--- src/rtl/uart_pkg.sv ---
// ============================================================================
// uart_pkg : shared constants, FSM state encoding and parity helper for uart_tx
// Build option: UART_TX_PARITY_EN inserts an even-parity bit after D7.
// Revision : 1.0
// ============================================================================
`default_nettype none

package uart_pkg;

  localparam int DATA_BITS = 8;
  localparam int IDX_BITS  = $clog2(DATA_BITS);
  localparam logic [IDX_BITS-1:0] LAST_BIT = IDX_BITS'(DATA_BITS - 1);

  typedef enum logic [2:0] {
    ST_IDLE   = 3'd0,
    ST_START  = 3'd1,
    ST_DATA   = 3'd2,
    ST_PARITY = 3'd3,
    ST_STOP   = 3'd4
  } tx_state_t;

  function automatic logic even_parity(input logic [DATA_BITS-1:0] d);
    return ^d;
  endfunction

endpackage

`default_nettype wire

--- src/rtl/uart_tx_fifo.sv ---
// ============================================================================
// uart_tx_fifo : synchronous byte FIFO, 2**ADDR_BITS deep, with occupancy count
// Revision : 1.0
// ============================================================================
`default_nettype none

module uart_tx_fifo #(
  parameter int ADDR_BITS = 3
) (
  input  logic                 clk,
  input  logic                 reset,
  input  logic                 push,
  input  logic [7:0]           din,
  input  logic                 pop,
  output logic [7:0]           dout,
  output logic [ADDR_BITS:0]   count,
  output logic                 full,
  output logic                 empty
);

  localparam int DEPTH = 2 ** ADDR_BITS;
  localparam logic [ADDR_BITS-1:0] PTR_ONE = 1;
  localparam logic [ADDR_BITS:0]   CNT_ONE = 1;

  logic [7:0]           r_mem [DEPTH];
  logic [ADDR_BITS-1:0] r_wr_ptr;
  logic [ADDR_BITS-1:0] r_rd_ptr;
  logic [ADDR_BITS:0]   r_count;
  logic                 w_do_push;
  logic                 w_do_pop;

  assign full      = (r_count == (ADDR_BITS+1)'(DEPTH));
  assign empty     = (r_count == '0);
  assign w_do_push = push && !full;
  assign w_do_pop  = pop && !empty;
  assign count     = r_count;
  assign dout      = r_mem[r_rd_ptr];

  always_ff @(posedge clk or posedge reset) begin
    if (reset) begin
      r_wr_ptr <= '0;
      r_rd_ptr <= '0;
      r_count  <= '0;
    end else begin
      if (w_do_push) r_wr_ptr <= r_wr_ptr + PTR_ONE;
      if (w_do_pop)  r_rd_ptr <= r_rd_ptr + PTR_ONE;
      case ({w_do_push, w_do_pop})
        2'b10:   r_count <= r_count + CNT_ONE;
        2'b01:   r_count <= r_count - CNT_ONE;
        default: r_count <= r_count;
      endcase
    end
  end

  // Storage needs no reset: pointers and count define what is valid.
  always_ff @(posedge clk) begin
    if (w_do_push) r_mem[r_wr_ptr] <= din;
  end

endmodule

`default_nettype wire

--- src/rtl/uart_tx.sv ---
// ============================================================================
// uart_tx : buffered 8-bit LSB-first UART transmitter, one stop bit
// Build option: UART_TX_PARITY_EN adds an even-parity bit (11-bit frame).
// Revision : 1.0
// ============================================================================
`default_nettype none

module uart_tx
  import uart_pkg::*;
#(
  parameter int CLK_FREQ  = 50_000_000,
  parameter int BAUD_RATE = 115200,
  parameter int ADDR_BITS = 3
) (
  input  logic                 clk,
  input  logic                 reset,
  input  logic [7:0]           tx_data,
  input  logic                 tx_valid,
  output logic                 tx_ready,
  output logic                 uart_txd,
  output logic                 busy,
  output logic [ADDR_BITS:0]   fifo_count
);

  localparam int CLKS_PER_BIT = CLK_FREQ / BAUD_RATE;
  localparam int TIMER_BITS   = (CLKS_PER_BIT > 1) ? $clog2(CLKS_PER_BIT) : 1;
  localparam logic [TIMER_BITS-1:0] TIMER_MAX = TIMER_BITS'(CLKS_PER_BIT - 1);
  localparam logic [TIMER_BITS-1:0] TIMER_ONE = 1;
  localparam logic [IDX_BITS-1:0]   IDX_ONE   = 1;

  tx_state_t             r_state;
  tx_state_t             w_next_state;
  logic [TIMER_BITS-1:0] r_timer;
  logic [IDX_BITS-1:0]   r_bit_idx;
  logic [DATA_BITS-1:0]  r_shift;
  logic                  r_txd;
  logic                  w_txd;
  logic                  w_pop;
  logic                  w_tick;
  logic [7:0]            w_fifo_dout;
  logic                  w_fifo_full;
  logic                  w_fifo_empty;
`ifdef UART_TX_PARITY_EN
  logic                  r_parity;
`endif

  uart_tx_fifo #(
    .ADDR_BITS (ADDR_BITS)
  ) u_fifo (
    .clk   (clk),
    .reset (reset),
    .push  (tx_valid),
    .din   (tx_data),
    .pop   (w_pop),
    .dout  (w_fifo_dout),
    .count (fifo_count),
    .full  (w_fifo_full),
    .empty (w_fifo_empty)
  );

  assign w_tick   = (r_timer == TIMER_MAX);
  assign tx_ready = !w_fifo_full;
  assign busy     = (r_state != ST_IDLE) || !w_fifo_empty;
  assign uart_txd = r_txd;

  always_ff @(posedge clk or posedge reset) begin
    if (reset) r_state <= ST_IDLE;
    else       r_state <= w_next_state;
  end

  always_comb begin
    w_next_state = r_state;
    case (r_state)
      ST_IDLE:  if (!w_fifo_empty) w_next_state = ST_START;
      ST_START: if (w_tick) w_next_state = ST_DATA;
      ST_DATA: begin
        if (w_tick && (r_bit_idx == LAST_BIT)) begin
`ifdef UART_TX_PARITY_EN
          w_next_state = ST_PARITY;
`else
          w_next_state = ST_STOP;
`endif
        end
      end
`ifdef UART_TX_PARITY_EN
      ST_PARITY: if (w_tick) w_next_state = ST_STOP;
`endif
      ST_STOP:  if (w_tick) w_next_state = w_fifo_empty ? ST_IDLE : ST_START;
      default:  w_next_state = ST_IDLE;
    endcase
  end

  // A pop coincides with entering START, from IDLE or straight out of STOP.
  always_comb begin
    w_pop = 1'b0;
    w_txd = 1'b1;
    case (r_state)
      ST_IDLE:   w_pop = !w_fifo_empty;
      ST_START:  w_txd = 1'b0;
      ST_DATA:   w_txd = r_shift[0];
`ifdef UART_TX_PARITY_EN
      ST_PARITY: w_txd = r_parity;
`endif
      ST_STOP:   w_pop = w_tick && !w_fifo_empty;
      default:   w_txd = 1'b1;
    endcase
  end

  always_ff @(posedge clk or posedge reset) begin
    if (reset) begin
      r_timer   <= '0;
      r_bit_idx <= '0;
      r_shift   <= '0;
`ifdef UART_TX_PARITY_EN
      r_parity  <= 1'b0;
`endif
    end else if (w_pop) begin
      r_timer   <= '0;
      r_bit_idx <= '0;
      r_shift   <= w_fifo_dout;
`ifdef UART_TX_PARITY_EN
      r_parity  <= even_parity(w_fifo_dout);
`endif
    end else if (r_state != ST_IDLE) begin
      if (w_tick) begin
        r_timer <= '0;
        if (r_state == ST_DATA) begin
          r_shift   <= r_shift >> 1;
          r_bit_idx <= r_bit_idx + IDX_ONE;
        end
      end else begin
        r_timer <= r_timer + TIMER_ONE;
      end
    end
  end

  // Registered line output keeps the pin glitch-free; reset forces idle high at once.
  always_ff @(posedge clk or posedge reset) begin
    if (reset) r_txd <= 1'b1;
    else       r_txd <= w_txd;
  end

endmodule

`default_nettype wire
--- config.mk ---
export PLATFORM = sky130hd
export DESIGN_NAME = uart_tx
export DESIGN_NICKNAME = d
export VERILOG_FILES = /design/src/rtl/uart_pkg.sv /design/src/rtl/uart_tx_fifo.sv /design/src/rtl/uart_tx.sv
export SDC_FILE = /design/constraint.sdc
export NUM_CORES = 1
export LEC_CHECK = 0
export BUFFER_PORTS_ARGS = -buffer_cell sky130_fd_sc_hd__buf_2
export CAP_MARGIN = 10
export CORE_ASPECT_RATIO = 1.75
export CORE_MARGIN = 2
export CORE_UTILIZATION = 36
export DETAILED_ROUTE_END_ITERATION = 10
export PLACE_DENSITY_LB_ADDON = 0.25
export REMOVE_ABC_BUFFERS = 1
export SYNTH_ARGS = -nofsm -noshare
export SYNTH_HDL_FRONTEND = slang
export SYNTH_SLANG_ARGS = --single-unit
--- constraint.sdc ---
create_clock -name clk -period 2.87 [get_ports clk]
set_input_delay 0.1435 -clock clk [delete_from_list [all_inputs] [get_ports clk]]
set_output_delay 0.1435 -clock clk [all_outputs]
set_load 0.02 [all_outputs]
==> report_table.html <==
<table>
<tr><th>Metric</th><th>Value</th></tr>
<tr><th colspan="2">Global route</th></tr>
<tr><td>Gr usage total</td><td>14.2%</td></tr>
<tr><td>Total global routing overflow</td><td>0</td></tr>
<tr><td>Largest net degree at the start of global routing</td><td>21</td></tr>
<tr><td>Number of global-route vias before repair</td><td>around 2,500</td></tr>
<tr><td>First-pass GRT wire length</td><td>13,600 um</td></tr>
<tr><td>Initial antenna violation count</td><td>0</td></tr>
<tr><th colspan="2">STA</th></tr>
<tr><td>Minimum period implied by the final worst setup slack</td><td>about 2600 ps</td></tr>
<tr><td>Setup repair after global routing missed its margin</td><td>false</td></tr>
<tr><td>Total negative slack for setup checks</td><td>0 ps</td></tr>
<tr><td>Max-slew violation count</td><td>0</td></tr>
<tr><td>Setup Skew</td><td>9.23 ps</td></tr>
<tr><td>Setup violation total in the final timing report</td><td>0</td></tr>
<tr><td>Number of failing hold endpoints at the final stage</td><td>0</td></tr>
<tr><td>Max Clock Freq</td><td>386 MHz</td></tr>
<tr><td>Max_slew headroom</td><td>33.4%</td></tr>
<tr><td>Post-route fraction of the period consumed by the critical path</td><td>approximately nine tenths</td></tr>
<tr><td>Worst Tran Pin Value</td><td>996 ps</td></tr>
<tr><th colspan="2">Logic synthesis</th></tr>
<tr><td>Portion of the post-synthesis area used by sequential elements</td><td>between 60 and 70%</td></tr>
<tr><td>Top cells by instance count after synthesis</td><td>sky130_fd_sc_hd__edfxtp_1 (64), sky130_fd_sc_hd__dfrtp_1 (33), sky130_fd_sc_hd__nor2_1 (18), sky130_fd_sc_hd__mux4_2 (16)</td></tr>
<tr><td>Yosys top cell by area</td><td>sky130_fd_sc_hd__edfxtp_1</td></tr>
<tr><td>Leading post-synthesis cells by cell area</td><td>sky130_fd_sc_hd__edfxtp_1 (44%), sky130_fd_sc_hd__dfrtp_1 (19%), sky130_fd_sc_hd__mux4_2 (8.3%)</td></tr>
<tr><td>Yosys Warn Count</td><td>0</td></tr>
<tr><td>Synthesis-stage register bit count</td><td>98</td></tr>
<tr><td>Number of different library cells in the post-synthesis netlist</td><td>57</td></tr>
<tr><td>Count of flip-flops with a built-in enable after synthesis</td><td>between 60 and 70</td></tr>
<tr><td>Post-synthesis area per instance</td><td>16.1 sq um</td></tr>
<tr><td>Most frequently used cell type in the post-synthesis netlist</td><td>sky130_fd_sc_hd__edfxtp_1</td></tr>
<tr><td>Share of Yosys cell area claimed by the top area cell type</td><td>44.4%</td></tr>
<tr><td>Cell count after synthesis</td><td>268</td></tr>
<tr><td>Most instantiated flip-flop cell in the synthesis netlist</td><td>sky130_fd_sc_hd__edfxtp_1</td></tr>
<tr><td>Synth async-reset ratio</td><td>34.7%</td></tr>
<tr><td>Synthesized cell area</td><td>4330 sq um</td></tr>
<tr><th colspan="2">Clock network</th></tr>
<tr><td>CTS hold repair buffers</td><td>1</td></tr>
<tr><td>Count of clock tree sinks</td><td>just under 100</td></tr>
<tr><td>Largest buffer count on any clock path</td><td>2</td></tr>
<tr><td>CTS tree</td><td>built</td></tr>
<tr><td>Max H-tree Level</td><td>3</td></tr>
<tr><td>Number of resized instances in the post-cts repair step</td><td>0</td></tr>
<tr><td>Number of buffers created by CTS</td><td>9</td></tr>
<tr><td>Post-CTS setup buffers</td><td>0</td></tr>
<tr><td>Root buffer selected by CTS</td><td>sky130_fd_sc_hd__clkbuf_16</td></tr>
<tr><td>Clock-pin slew reported for the worst setup and hold paths after clock tree synthesis</td><td>80 ps</td></tr>
<tr><td>Worst-skew pair later-pin latency</td><td>350 ps</td></tr>
<tr><th colspan="2">Worst hold path</th></tr>
<tr><td>Worst hold-check path type</td><td>in -&gt; reg</td></tr>
<tr><td>Hold Path Sink</td><td>u_fifo.r_mem[2][3]</td></tr>
<tr><td>Worst hold path depth</td><td>1</td></tr>
<tr><td>Startpoint of the most critical hold path</td><td>tx_data[3]</td></tr>
<tr><th colspan="2">Final layout</th></tr>
<tr><td>Total non-filler cell area in the finished layout</td><td>just under 5000 sq um</td></tr>
<tr><td># diodes</td><td>0</td></tr>
<tr><td>Area added between synthesis and finish</td><td>13.9%</td></tr>
<tr><td>Final nets</td><td>320</td></tr>
<tr><td>Fraction of layout cells with a size suffix above 1</td><td>27.5%</td></tr>
<tr><th colspan="2">Place</th></tr>
<tr><td>Routability cong.</td><td>0.769</td></tr>
<tr><td>Placed standard-cell area</td><td>approximately 4600 sq um</td></tr>
<tr><td>IO Port Bufs</td><td>17</td></tr>
<tr><td>DP Wirelength</td><td>5780 um</td></tr>
<tr><th colspan="2">Critical path</th></tr>
<tr><td>Crit-path cells</td><td>ha_1, and4b_2, a21boi_4, nor2_8, ha_1, xor2_1, ha_1, a21oi_1, xor2_1, nor2_1, xor2_1</td></tr>
<tr><td>Maximum fanout count along the critical path</td><td>9</td></tr>
<tr><td>Destination of the worst register-to-register timing path</td><td>u_fifo.count[2]</td></tr>
<tr><td>Slowest stage cell, crit path</td><td>sky130_fd_sc_hd__dfrtp_1</td></tr>
<tr><td>Data arrival, critical path</td><td>2820 ps</td></tr>
<tr><td>Worst setup path category</td><td>reg -&gt; reg</td></tr>
<tr><td>Setup slack, reg-to-reg</td><td>280 ps</td></tr>
<tr><td>CP bufs+invs</td><td>0</td></tr>
<tr><td>Worst reg2reg startpoint</td><td>r_timer[0]</td></tr>
<tr><td>Critical path launch point type</td><td>flop</td></tr>
<tr><td>Worst endpoint required time</td><td>3100 ps</td></tr>
<tr><td>Top delay family on crit path</td><td>adder cells</td></tr>
<tr><td>Largest stage delay on the critical path</td><td>430 ps</td></tr>
<tr><td>Worst r2r path cells</td><td>11</td></tr>
<tr><td>Endpoint class of the critical path</td><td>flop</td></tr>
<tr><th colspan="2">Floorplan</th></tr>
<tr><td>Core region area</td><td>11,900 sq um</td></tr>
<tr><td>Chip height</td><td>149 um</td></tr>
<tr><td>Die area</td><td>12,900 sq um</td></tr>
<tr><td>Std-Cell Rows</td><td>53</td></tr>
<tr><td>Top-level I/O count</td><td>18</td></tr>
<tr><td>Die X-Extent</td><td>slightly below 90 um</td></tr>
<tr><td>Effective utilization at floorplan</td><td>36.4%</td></tr>
<tr><th colspan="2">Route</th></tr>
<tr><td>Wire length per cell after detailed routing</td><td>18.7 um</td></tr>
<tr><td>Antenna viol nets, final</td><td>0</td></tr>
<tr><td>Total via count in the routed design</td><td>2,340</td></tr>
<tr><td>Wire length after detailed routing</td><td>~8300 um</td></tr>
<tr><td>DRC violations left</td><td>0</td></tr>
<tr><td>Via/cell ratio</td><td>about 5.3</td></tr>
<tr><td>DR iter-0 viols</td><td>80</td></tr>
<tr><td>Detailed Routing Iterations Pass 1</td><td>4</td></tr>
<tr><th colspan="2">Power and ir drop</th></tr>
<tr><td>Net switching share of the total power</td><td>31.0%</td></tr>
<tr><td>Leakage power summed over all cells</td><td>between 0.0015 and 0.002 uW</td></tr>
<tr><td>Power share of the clock group</td><td>29.4%</td></tr>
<tr><td>Switch Pwr</td><td>1270 uW</td></tr>
<tr><td>Cell Int Power</td><td>2820 uW</td></tr>
<tr><td>Power density normalized to cell area</td><td>831 nW/um^2</td></tr>
<tr><td>Sum of internal, switching and leakage power</td><td>~4100 uW</td></tr>
<tr><td>Proportion of power drawn by flip-flops and latches</td><td>49.8%</td></tr>
<tr><td>Power share of the combinational group</td><td>20.8%</td></tr>
<tr><td>Worst supply voltage drop on vdd</td><td>355 uV</td></tr>
<tr><th colspan="2">Run status</th></tr>
<tr><td>Status</td><td>finished, final reports clean</td></tr>
<tr><th colspan="2">Job</th></tr>
<tr><td>Max-capacitance violation count</td><td>0</td></tr>
</table>
worst reg2reg max path, delay by kind of cell, from the launching register on:
| family | cells | cell delay (ps) |
|---|---|---|
| adder cells (fa/ha/maj) | 3 | 660 |
| XOR/XNOR | 3 | 470 |
| AND/OR/NAND/NOR | 3 | 460 |
| AO/OA/AOI/OAI | 2 | 440 |
| flip-flops | 1 | 430 |
placed cells by master (no fill, tap or decap), types with 2 or more instances in the layout:
| master | n |
|---|---|
| sky130_fd_sc_hd__edfxtp_1 | 64 |
| sky130_fd_sc_hd__dfrtp_1 | 33 |
| sky130_fd_sc_hd__nor2_1 | 18 |
| sky130_fd_sc_hd__buf_2 | 17 |
| sky130_fd_sc_hd__mux4_2 | 16 |
| sky130_fd_sc_hd__buf_4 | 13 |
| sky130_fd_sc_hd__nand3_1 | 12 |
| sky130_fd_sc_hd__mux2i_1 | 12 |
| sky130_fd_sc_hd__nand2_1 | 12 |
| sky130_fd_sc_hd__xor2_1 | 9 |
| sky130_fd_sc_hd__ha_1 | 9 |
| sky130_fd_sc_hd__clkbuf_16 | 9 |
| sky130_fd_sc_hd__o221a_1 | 6 |
| sky130_fd_sc_hd__xnor2_1 | 6 |
| sky130_fd_sc_hd__a21oi_1 | 5 |
| sky130_fd_sc_hd__inv_1 | 4 |
| sky130_fd_sc_hd__nor3_1 | 3 |
| sky130_fd_sc_hd__nand2b_1 | 3 |
| sky130_fd_sc_hd__inv_6 | 3 |
| sky130_fd_sc_hd__nor3b_1 | 2 |
| sky130_fd_sc_hd__nand3b_1 | 2 |
| sky130_fd_sc_hd__o2111ai_1 | 2 |
| sky130_fd_sc_hd__a211oi_1 | 2 |
| sky130_fd_sc_hd__or2_2 | 2 |
| sky130_fd_sc_hd__o21ai_0 | 2 |
| sky130_fd_sc_hd__mux2_2 | 2 |
| sky130_fd_sc_hd__clkinv_8 | 2 |
sequential cells by signal (all words and copies together), names as in the netlist:
register	flops
r_state	3
u_fifo.r_mem	64
r_shift	8
u_fifo.r_rd_ptr	3
u_fifo.r_wr_ptr	3
u_fifo.count	4
r_bit_idx	3
uart_txd	1
r_timer	9
routing by layer:
layer  GRT usage, %  share of wire (%)  vias up
li1               -                  -     1105
met1           15.4                 39     1195
met2           26.0                 57       27
met3           2.88                1.9       13
met4           6.41                2.4        0
met5              0                  0        -
through the flow:
step / hold WS [ps] / instances / util (%) / setup slack [ps]
3_3_place_gp: 266 / 425 / 38.9 / 329
4_1_cts: 57.7 / 442 / 41.5 / 272
5_1_grt: 70.1 / 442 / 41.5 / 89.8
6_report: 63.6 / 442 / 41.5 / 277
3_5_place_dp: 277 / 425 / 38.9 / 288
2_1_floorplan: 242 / 258 / - / 438
cell families (layout without fill, tap and decap cells):
logic type               after synthesis  in the layout  synth area share, %
buffers and inverters                 14             51                 1.91
AO/OA/AOI/OAI                         31             31                 6.57
AND/OR/NAND/NOR                       70             70                 9.86
flip-flops                            98             98                 64.1
adder cells (fa/ha/maj)                9              9                 2.60
XOR/XNOR                              15             15                 3.04
multiplexers                          31             31                 11.9
worst max-delay path by stage:
stage,end,slack (ps),from,cells past startpoint
2_1_floorplan,u_fifo.count[2],440,r_timer[0],11
3_3_place_gp,u_fifo.count[2],330,r_timer[0],11
3_5_place_dp,u_fifo.count[2],290,r_timer[0],11
4_1_cts,u_fifo.count[2],270,r_timer[0],11
5_1_grt,u_fifo.count[2],90,r_timer[0],11
6_report,u_fifo.count[2],280,r_timer[0],11
area by class of cell:
cell class | count | area [sq um]
timing repair buffer | 31 | 193
inverter | 4 | 15.0
multi-input combinational | 156 | 1470
tap | 137 | 171
fill | 1062 | 6940
clock inverter | 7 | 78.8
clock buffer | 9 | 225
sequential | 98 | 2770
power groups by stage:
stage / logic (uW) / registers, uW / clock network (uW)
after CTS: 878 / 2040 / 1230
after global placement: 865 / 2060 / 0
after floorplan: 557 / 2070 / 0
final: 850 / 2040 / 1200
after detailed placement: 875 / 2070 / 0
after global routing: 950 / 2080 / 1300
No activity file was read; power rests on OpenSTA's default activity.
